`config.mk`:
```
export PLATFORM = sky130hd
export DESIGN_NAME = ll_fifo_drain_arb
export DESIGN_NICKNAME = d
export VERILOG_FILES = /design/src/rtl/ll_fifo_pkg.sv /design/src/rtl/ll_fifo_drain_arb_rr_arbiter.sv /design/src/rtl/ll_fifo_drain_arb.sv
export SDC_FILE = /design/constraint.sdc
export NUM_CORES = 1
export LEC_CHECK = 0
export CORE_ASPECT_RATIO = 0.7
export CORE_MARGIN = 2
export CORE_UTILIZATION = 45
export DETAILED_ROUTE_END_ITERATION = 8
export GPL_TIMING_DRIVEN = 0
export PLACE_DENSITY = 0.7
export SLEW_MARGIN = 30
export SYNTH_ARGS = -nofsm -noshare
export SYNTH_HDL_FRONTEND = slang
export SYNTH_SLANG_ARGS = --single-unit
export TNS_END_PERCENT = 10
```
`constraint.sdc`:
```
create_clock -name clk -period 4.2 [get_ports clk]
set_clock_uncertainty 0.15 [all_clocks]
set_input_delay 1.05 -clock clk [delete_from_list [all_inputs] [get_ports clk]]
set_output_delay 1.05 -clock clk [all_outputs]
set_load 0.03 [all_outputs]
```
`src/rtl/ll_fifo_pkg.sv`:
```
// Shared types for the linked-list fifo drain engine: queue ids, output
// buffer entries and the round-robin pointer advance.
package ll_fifo_pkg;
  localparam int LL_WIDTH      = 8;
  localparam int LL_NUM_FIFOS  = 2;
  localparam int LL_OBUF_DEPTH = 3;
  localparam int LL_ID_WIDTH   = (LL_NUM_FIFOS > 1) ? $clog2(LL_NUM_FIFOS) : 1;

  typedef logic [LL_ID_WIDTH-1:0] qid_t;

  typedef struct packed {
    logic [LL_WIDTH-1:0] data;
    qid_t                id;
  } obuf_entry_t;

  function automatic qid_t next_rr(input qid_t ptr);
    return (ptr == qid_t'(LL_NUM_FIFOS-1)) ? '0 : qid_t'(ptr + 1'b1);
  endfunction
endpackage

```
`src/rtl/ll_fifo_drain_arb_rr_arbiter.sv`:
```
// Combinational round-robin arbiter: first requester at or after ptr,
// wrapping modulo the queue count.
module rr_arbiter
  import ll_fifo_pkg::*;
(
  input  logic [LL_NUM_FIFOS-1:0] req,
  input  qid_t                    ptr,
  output logic [LL_NUM_FIFOS-1:0] grant,
  output qid_t                    grant_idx,
  output logic                    gnt_vld
);
  localparam int SW = LL_ID_WIDTH + 1;

  always_comb begin
    logic [SW-1:0] sum;
    qid_t          idx;
    grant     = '0;
    grant_idx = '0;
    gnt_vld   = 1'b0;
    sum       = '0;
    idx       = '0;
    for (int i = 0; i < LL_NUM_FIFOS; i++) begin
      sum = {1'b0, ptr} + SW'(i);
      if (sum >= SW'(LL_NUM_FIFOS)) sum = sum - SW'(LL_NUM_FIFOS);
      idx = sum[LL_ID_WIDTH-1:0];
      if (!gnt_vld && req[idx]) begin
        gnt_vld    = 1'b1;
        grant[idx] = 1'b1;
        grant_idx  = idx;
      end
    end
  end
endmodule

```
`src/rtl/ll_fifo_drain_arb.sv`:
```
// Read-side engine for the shared linked-list fifo: round-robin pops,
// fixed-latency capture into a small circular buffer, valid/ready output.
module ll_fifo_drain_arb
  import ll_fifo_pkg::*;
#(
  // Sizes must match the ll_fifo_pkg types they feed.
  parameter int WIDTH      = LL_WIDTH,
  parameter int NUM_FIFOS  = LL_NUM_FIFOS,
  parameter int OBUF_DEPTH = LL_OBUF_DEPTH,
  parameter int ID_WIDTH   = LL_ID_WIDTH
) (
  input  logic                 clk,
  input  logic                 rst,
  input  logic                 enable,
  input  logic [NUM_FIFOS-1:0] pop_mask,
  input  logic [NUM_FIFOS-1:0] empty,
  input  logic [WIDTH-1:0]     fifo_data,
  output logic [NUM_FIFOS-1:0] pop,
  output logic                 out_vld,
  input  logic                 out_rdy,
  output logic [WIDTH-1:0]     out_data,
  output logic [ID_WIDTH-1:0]  out_id
);
  localparam int PW = $clog2(OBUF_DEPTH);
  localparam int OW = $clog2(OBUF_DEPTH + 1);

  qid_t          rr_ptr, inflight_id, grant_idx;
  logic          inflight, gnt_vld, issue, wr_en, rd_en;
  logic [NUM_FIFOS-1:0] grant;
  logic [PW-1:0] wr_ptr, rd_ptr;
  logic [OW-1:0] occ;
  logic [OW:0]   committed;
  obuf_entry_t   mem [OBUF_DEPTH];

  rr_arbiter u_arb (
    .req       (~empty & pop_mask),
    .ptr       (rr_ptr),
    .grant     (grant),
    .grant_idx (grant_idx),
    .gnt_vld   (gnt_vld)
  );

  // A same-cycle dequeue is not credited, so a slot always exists for the capture.
  assign committed = {1'b0, occ} + {{OW{1'b0}}, inflight};
  assign issue     = !rst && enable && gnt_vld && (committed < (OW+1)'(OBUF_DEPTH));
  assign pop       = issue ? grant : '0;

  assign wr_en    = inflight;
  assign out_vld  = (occ != '0);
  assign rd_en    = out_vld && out_rdy;
  assign out_data = mem[rd_ptr].data;
  assign out_id   = mem[rd_ptr].id;

  function automatic logic [PW-1:0] inc(input logic [PW-1:0] p);
    return (p == PW'(OBUF_DEPTH-1)) ? '0 : PW'(p + 1'b1);
  endfunction

  always_ff @(posedge clk) begin
    if (rst) begin
      rr_ptr      <= '0;
      inflight    <= 1'b0;
      inflight_id <= '0;
      wr_ptr      <= '0;
      rd_ptr      <= '0;
      occ         <= '0;
      mem         <= '{default: '0};
    end else begin
      if (issue) begin
        rr_ptr      <= next_rr(grant_idx);
        inflight_id <= grant_idx;
      end
      inflight <= issue;
      if (wr_en) begin
        mem[wr_ptr] <= '{data: fifo_data, id: inflight_id};
        wr_ptr      <= inc(wr_ptr);
      end
      if (rd_en) rd_ptr <= inc(rd_ptr);
      case ({wr_en, rd_en})
        2'b10:   occ <= occ + 1'b1;
        2'b01:   occ <= occ - 1'b1;
        default: occ <= occ;
      endcase
    end
  end

  always_ff @(posedge clk) begin
    if (!rst) assert (!(inflight && occ == OW'(OBUF_DEPTH)));
  end
endmodule

```
[Word level (Yosys, flattened, before mapping)]
Index checks and enable logic that the tools add are counted.
Storage, ports and cells
  register bits after elaboration: 36
  input port bits: 16
Operators by class
  bitwise logic cells: 5
  order comparisons: 10
  equal/unequal tests: 4
  muxes and demuxes: 27
  reductions and logical operators: 12
  $add $sub $neg: 9
Operators by type and width (number)
  27-bit bitwise mux: 1
  9-bit two-way mux: 3
  9-bit binary-select mux with 2-bit select: 1
  9-bit demux with 2-bit select: 1
  1-bit two-way mux: 13
  2-bit two-way mux: 5
  1-bit logical AND: 8
  2-bit by 1-bit adder with 2-bit output (second input constant): 3
  2-bit equality test (second input constant): 3
  3-bit >= comparator (second input constant): 2
  2-bit inverter with 3-bit output: 2
  1-bit by 2-bit < comparator with 1-bit output (second input constant): 2
  2-bit one-hot mux with 2 select lines: 1
  2-bit nonzero test: 2
  2-bit by 1-bit adder with 3-bit output: 1
  3-bit by 1-bit < comparator with 1-bit output (second input constant): 1
  3-bit by 2-bit < comparator with 1-bit output (second input constant): 1
  1-bit by 1-bit adder with 2-bit output (second input constant): 1
  2-bit bitwise AND: 1
  1-bit demux with 1-bit select: 2
  2-bit by 1-bit equality test with 1-bit output (second input constant): 1
  1-bit >= comparator (second input constant): 2
  1-bit by 2-bit >= comparator with 1-bit output (second input constant): 1
  2-bit >= comparator (second input constant): 1
  other kinds (6): 8

[Longest topological paths before layout]
  depth after elaboration: 11
  depth in mapped cells: 6
  mapped depth without buffers: 6

[Hierarchy]
Synthesis repeated with hierarchy kept, for this count alone.
Second synthesis, totals
  cells, all modules: 169
  area total of the unflattened synthesis: 1612.8 um^2
Modules (own cells, without submodules)
  ll_fifo_drain_arb: cells an instance 164, area each 1580.3 um^2, instances 1
  rr_arbiter: cells an instance 5, area each 32.5 um^2, instances 1

[Worst setup path after synthesis]
No wires, ideal clock.
  path type: in2out
  from: in enable
  to: out pop[0]
  stages on the path: 3
  arrival: 2.460 ns
  buffers on the path: 0
  setup slack: 0.540 ns
  path through: and2b_1 > nand2_1 > a2111oi_1
Between the ends
  word-level cells in the longest chain between the ends: 4
Ends and longest elaborated chain
  start: declaration: line ll_fifo_drain_arb.sv:14  | input logic enable,
  1-bit logical AND (3 in series): line ll_fifo_drain_arb.sv:45  | assign issue = !rst && enable && gnt_vld && (committed < (OW+1)'(OBUF_DEPTH));
  2-bit two-way mux: line ll_fifo_drain_arb.sv:46  | assign pop = issue ? grant : '0;
  end: declaration: line ll_fifo_drain_arb.sv:18  | output logic [NUM_FIFOS-1:0] pop,
No other way between the ends.

[Final worst setup path]
  from: in pop_mask[1]
  to: out pop[1]
Between the ends
  word-level cells in the longest chain between the ends: 10
  elaborated cells on any way between the ends: 15
Ends and longest elaborated chain
  start: declaration: line ll_fifo_drain_arb.sv:15  | input logic [NUM_FIFOS-1:0] pop_mask,
  2-bit bitwise AND (*): line ll_fifo_drain_arb.sv:36  | .req (~empty & pop_mask),
  1-bit two-way mux (not written as such) (2 in series): line ll_fifo_drain_arb_rr_arbiter.sv:26  | if (!gnt_vld && req[idx]) begin
  1-bit two-way mux: line ll_fifo_drain_arb_rr_arbiter.sv:26
  1-bit zero test: line ll_fifo_drain_arb_rr_arbiter.sv:26
  1-bit logical AND: line ll_fifo_drain_arb_rr_arbiter.sv:26
  1-bit two-way mux: line ll_fifo_drain_arb_rr_arbiter.sv:26
  1-bit logical AND (2 in series): line ll_fifo_drain_arb.sv:45
  2-bit two-way mux (*): line ll_fifo_drain_arb.sv:46
Mark *: on every way between the ends. The rest lies on a longest branch, timed or not. The select of a mux whose other input is x is not followed.

==> results.txt <==
----------------------------------------------------
[Outcome]
  Status ... finished, final reports clean

[Timing]
  Worst Tran Pin Value ... approximately 0.56 ns
  Normalized max-slew margin ... 0.625
  Number of hold violations in the final report ... 0
  Post-route setup TNS ... 0 ns
  Number of max-slew violations in the final report ... 0
  Time the worst path needs with I/O delays and setup ... 3.94 ns
  Setup repair after global routing missed its margin ... false
  Finish-stage setup viols ... 0
  Final period util ... 0.937
  Worst Hold Margin ... roughly 0.34 ns
  Crit path setup slack, layout ... 0.264 ns
  Maximum clock frequency ... 254 MHz

[Route]
  Post-route antenna net violation count ... 0
  Avg Vias per Cell ... just over 5
  Remaining routing DRC violations ... 0
  DRT Wirelength ... 3580 µm
  Router iterations before antenna repair ... 4
  Iteration-0 DRC count of the detailed router ... 83
  Average routed wire per standard cell ... 14.0 µm
  Total number of vias ... 1297

[Synthesis]
  Count of state elements after synthesis ... 36
  Post-synthesis instance total ... 172
  Top post-synthesis cells by area ... dfxtp_1 (45%), mux2i_1 (23%), nor2_1 (7.5%)
  Cell type with the largest total area after synthesis ... dfxtp_1
  Yosys top cell area share ... 0.448
  FFs w/ async S/R, synth ... 0
  Post-synth net total ... 191
  EDFF count, synth ... 0
  Number of distinct library cells after synthesis ... 28
  Warning count from the yosys run ... 0
  Cell with the most instances after synthesis ... mux2i_1
  Most instantiated cells after synthesis ... mux2i_1 (37), dfxtp_1 (36), nor2_1 (32), nand2_1 (13), o21ai_1 (6)
  Post-synthesis sequential area ratio ... 0.448
  Dominant register cell in the synthesized netlist ... dfxtp_1
  Post-synthesis instance area ... 1610 µm²
  Syn Area/Cell ... 9.35 µm²

[Power]
  Max VDD drop ... 0.221 mV
  Power density over the cells ... 345 nW/µm²
  Total power consumption of the routed design ... just under 0.7 mW
  Leakage power summed over all cells ... 0.886 nW

[Clock network]
  Number of buffers inserted by hold repair at cts ... 0
  CTS root buffer ... clkbuf_8
  Clock-pin slew on the worst setup and hold paths ... 0.07 ns
  Post-CTS Repair Setup Buffers ... 0
  Max Buffers Root-to-Sink ... 2
  Clock tree sinks ... 36
  Clock tree from TritonCTS ... done
  Number of CTS-inserted buffers ... 5
  Source-to-sink clock delay at the later pin of the worst-skew pair ... 0.28 ns
  Htree depth ... 2

[Setup path]
  Kind of start point of the critical path ... input pin
  Max FO, Critical Path ... 5
  Most prevalent standard cell on the critical path ... clkdlybuf4s50_1
  Cell with the biggest individual delay on the critical path ... clkdlybuf4s50_1
  Worst-case reg-to-reg path depth ... 5
  Critical register-to-register path startpoint ... occ[0]
  Slowest cell delay on critical path ... 0.69 ns
  Category of the critical setup timing path ... in -> out
  Signal arrival time at the worst endpoint ... roughly 2.7 ns
  Data required time of the worst path ... around 3 ns
  Nature of the critical path endpoint ... output pin
  Worst R2R Setup Slack ... ~2.4 ns
  Cell breakdown of the critical path ... clkdlybuf4s50_1 -> nor2b_1 -> o21ai_1 -> nor3_1 -> clkdlybuf4s50_1
  RR Endpoint ... occ[1]

[Run]
  Count of maximum capacitance violations ... 0

[GRT]
  Total global routing overflow ... 0
  Initial antenna violation count ... 0
  Total Routing Usage GR ... 0.201
  Fraction of met1 tracks used by global routing ... 0.271
  Global-route wire length before repair ... 5860 µm
  Busiest layer in global routing ... met2
  Number of global-route vias before repair ... 1252
  Met2 capacity usage during global routing ... 0.312
  Met3 usage ... 0.0543
  Maximum number of pins on one net before global-route repair ... 11

[Final layout]
  Area added between synthesis and finish ... 25.1%
  Layout cells sized above 1 ... 0.0634
  Area used by multi-input combinational logic ... 818 µm²
  Final nets ... 224
  Filler instances ... 322
  Number of antenna diodes ... 0
  Area occupied by registers ... 721 µm²

[Place]
  Minimum setup slack after placement ... 0.0663 ns
  Detailed placement HPWL ... 2530 µm
  Total of buffers placed on input and output ports ... 26
  Final weighted congestion of routability-driven global placement ... 0.846

[Floorplanning]
  Die Span X ... approximately 75 µm
  Die height ... 54.0 µm
  Total core area ... 3470 µm²
  Std-Cell Rows ... 18
  Overall die area ... 4070 µm²
  Starting density of the core ... 0.464
  Number of placed I/O pins ... 28

[Worst hold path]
  Worst Min Path Start ... mem[18]
  Number of cells traversed by the worst hold path ... 2
  Hold WC Path Type ... reg -> reg
  Min-Delay Endpoint ... mem[18]

----------------------------------------------------
[worst max path at each step]
| stage | from | end | depth (start not counted) | slack (ns) |
|---|---|---|---|---|
| 2_1_floorplan | enable | pop[0] | 3 | 0.54 |
| 3_3_place_gp | enable | pop[0] | 5 | 0.13 |
| 3_5_place_dp | enable | pop[0] | 5 | 0.07 |
| 4_1_cts | enable | pop[0] | 5 | 0.06 |
| 5_1_grt | pop_mask[1] | pop[1] | 5 | 0.12 |
| 6_report | pop_mask[1] | pop[1] | 5 | 0.26 |
[layer usage]
metal / wire (µm) / part of all wire
met1: 1750 / 0.49
met2: 1640 / 0.46
met3: 157 / 0.044
met4: 22 / 0.0062
met5: 0 / 0
[worst max-delay path, delay by kind of cell]
kind	cells	cell delay, ns
simple gates	2	0.44
compound gates	1	0.11
buf+inv	2	1.13
[sequential cells by signal, summed over array words and instances (netlist names)]
| name | count |
|---|---|
| occ | 2 |
| inflight | 1 |
| wr_ptr | 2 |
| rr_ptr | 1 |
| mem | 27 |
| inflight_id | 1 |
| rd_ptr | 2 |
[power breakdown]
group | leakage, nW | switching, mW | total (mW) | internal [mW]
registers | 0.291 | 0.00862 | 0.360 | 0.352
clock network | 0.0410 | 0.110 | 0.222 | 0.113
logic | 0.554 | 0.0609 | 0.111 | 0.0498
total | 0.886 | 0.179 | 0.693 | 0.514
[cell families after synthesis]
group | synth area share
compound gates | 0.0872
xor+xnor | 0.0109
flops | 0.448
fa+ha+maj | 0.0233
mux | 0.230
simple gates | 0.157
buf+inv | 0.0428
[placed cells by master (no fill, tap or decap), drive strengths merged, types with 2 or more instances in the layout]
master	n
mux2i	37
dfxtp	36
nor2	32
clkdlybuf4s50	25
nand2	13
clkbuf	10
o21ai	7
buf	7
o22ai	5
a21oi	4
inv	3
nor2b	3
ha	3
nor3	2
nand3b	2
a31oi	2
or3	2
[final cells by class]
| class | instances | area share |
|---|---|---|
| buffer | 11 | 0.0286 |
| clock buffer | 6 | 0.0361 |
| clock inverter | 1 | 0.00249 |
| inverter | 3 | 0.00560 |
| multi-input combinational | 122 | 0.407 |
| sequential | 36 | 0.358 |
| tap | 50 | 0.0311 |
| timing repair buffer | 26 | 0.131 |
[what timing repair did]
action,4_1_cts,5_1_grt
hold endpoints to repair,0,0
endpoints found under the setup margin,0,1
resized for setup,0,1
[metrics by stage]
stage / util / area [µm²] / cells
floorplan: - / 1610 / 172
global placement: 0.557 / 1930 / 248
detailed placement: 0.557 / 1930 / 248
CTS: 0.579 / 2010 / 255
global route: 0.580 / 2010 / 255
finish: 0.580 / 2010 / 255
Power figures use the tool's default switching activity.
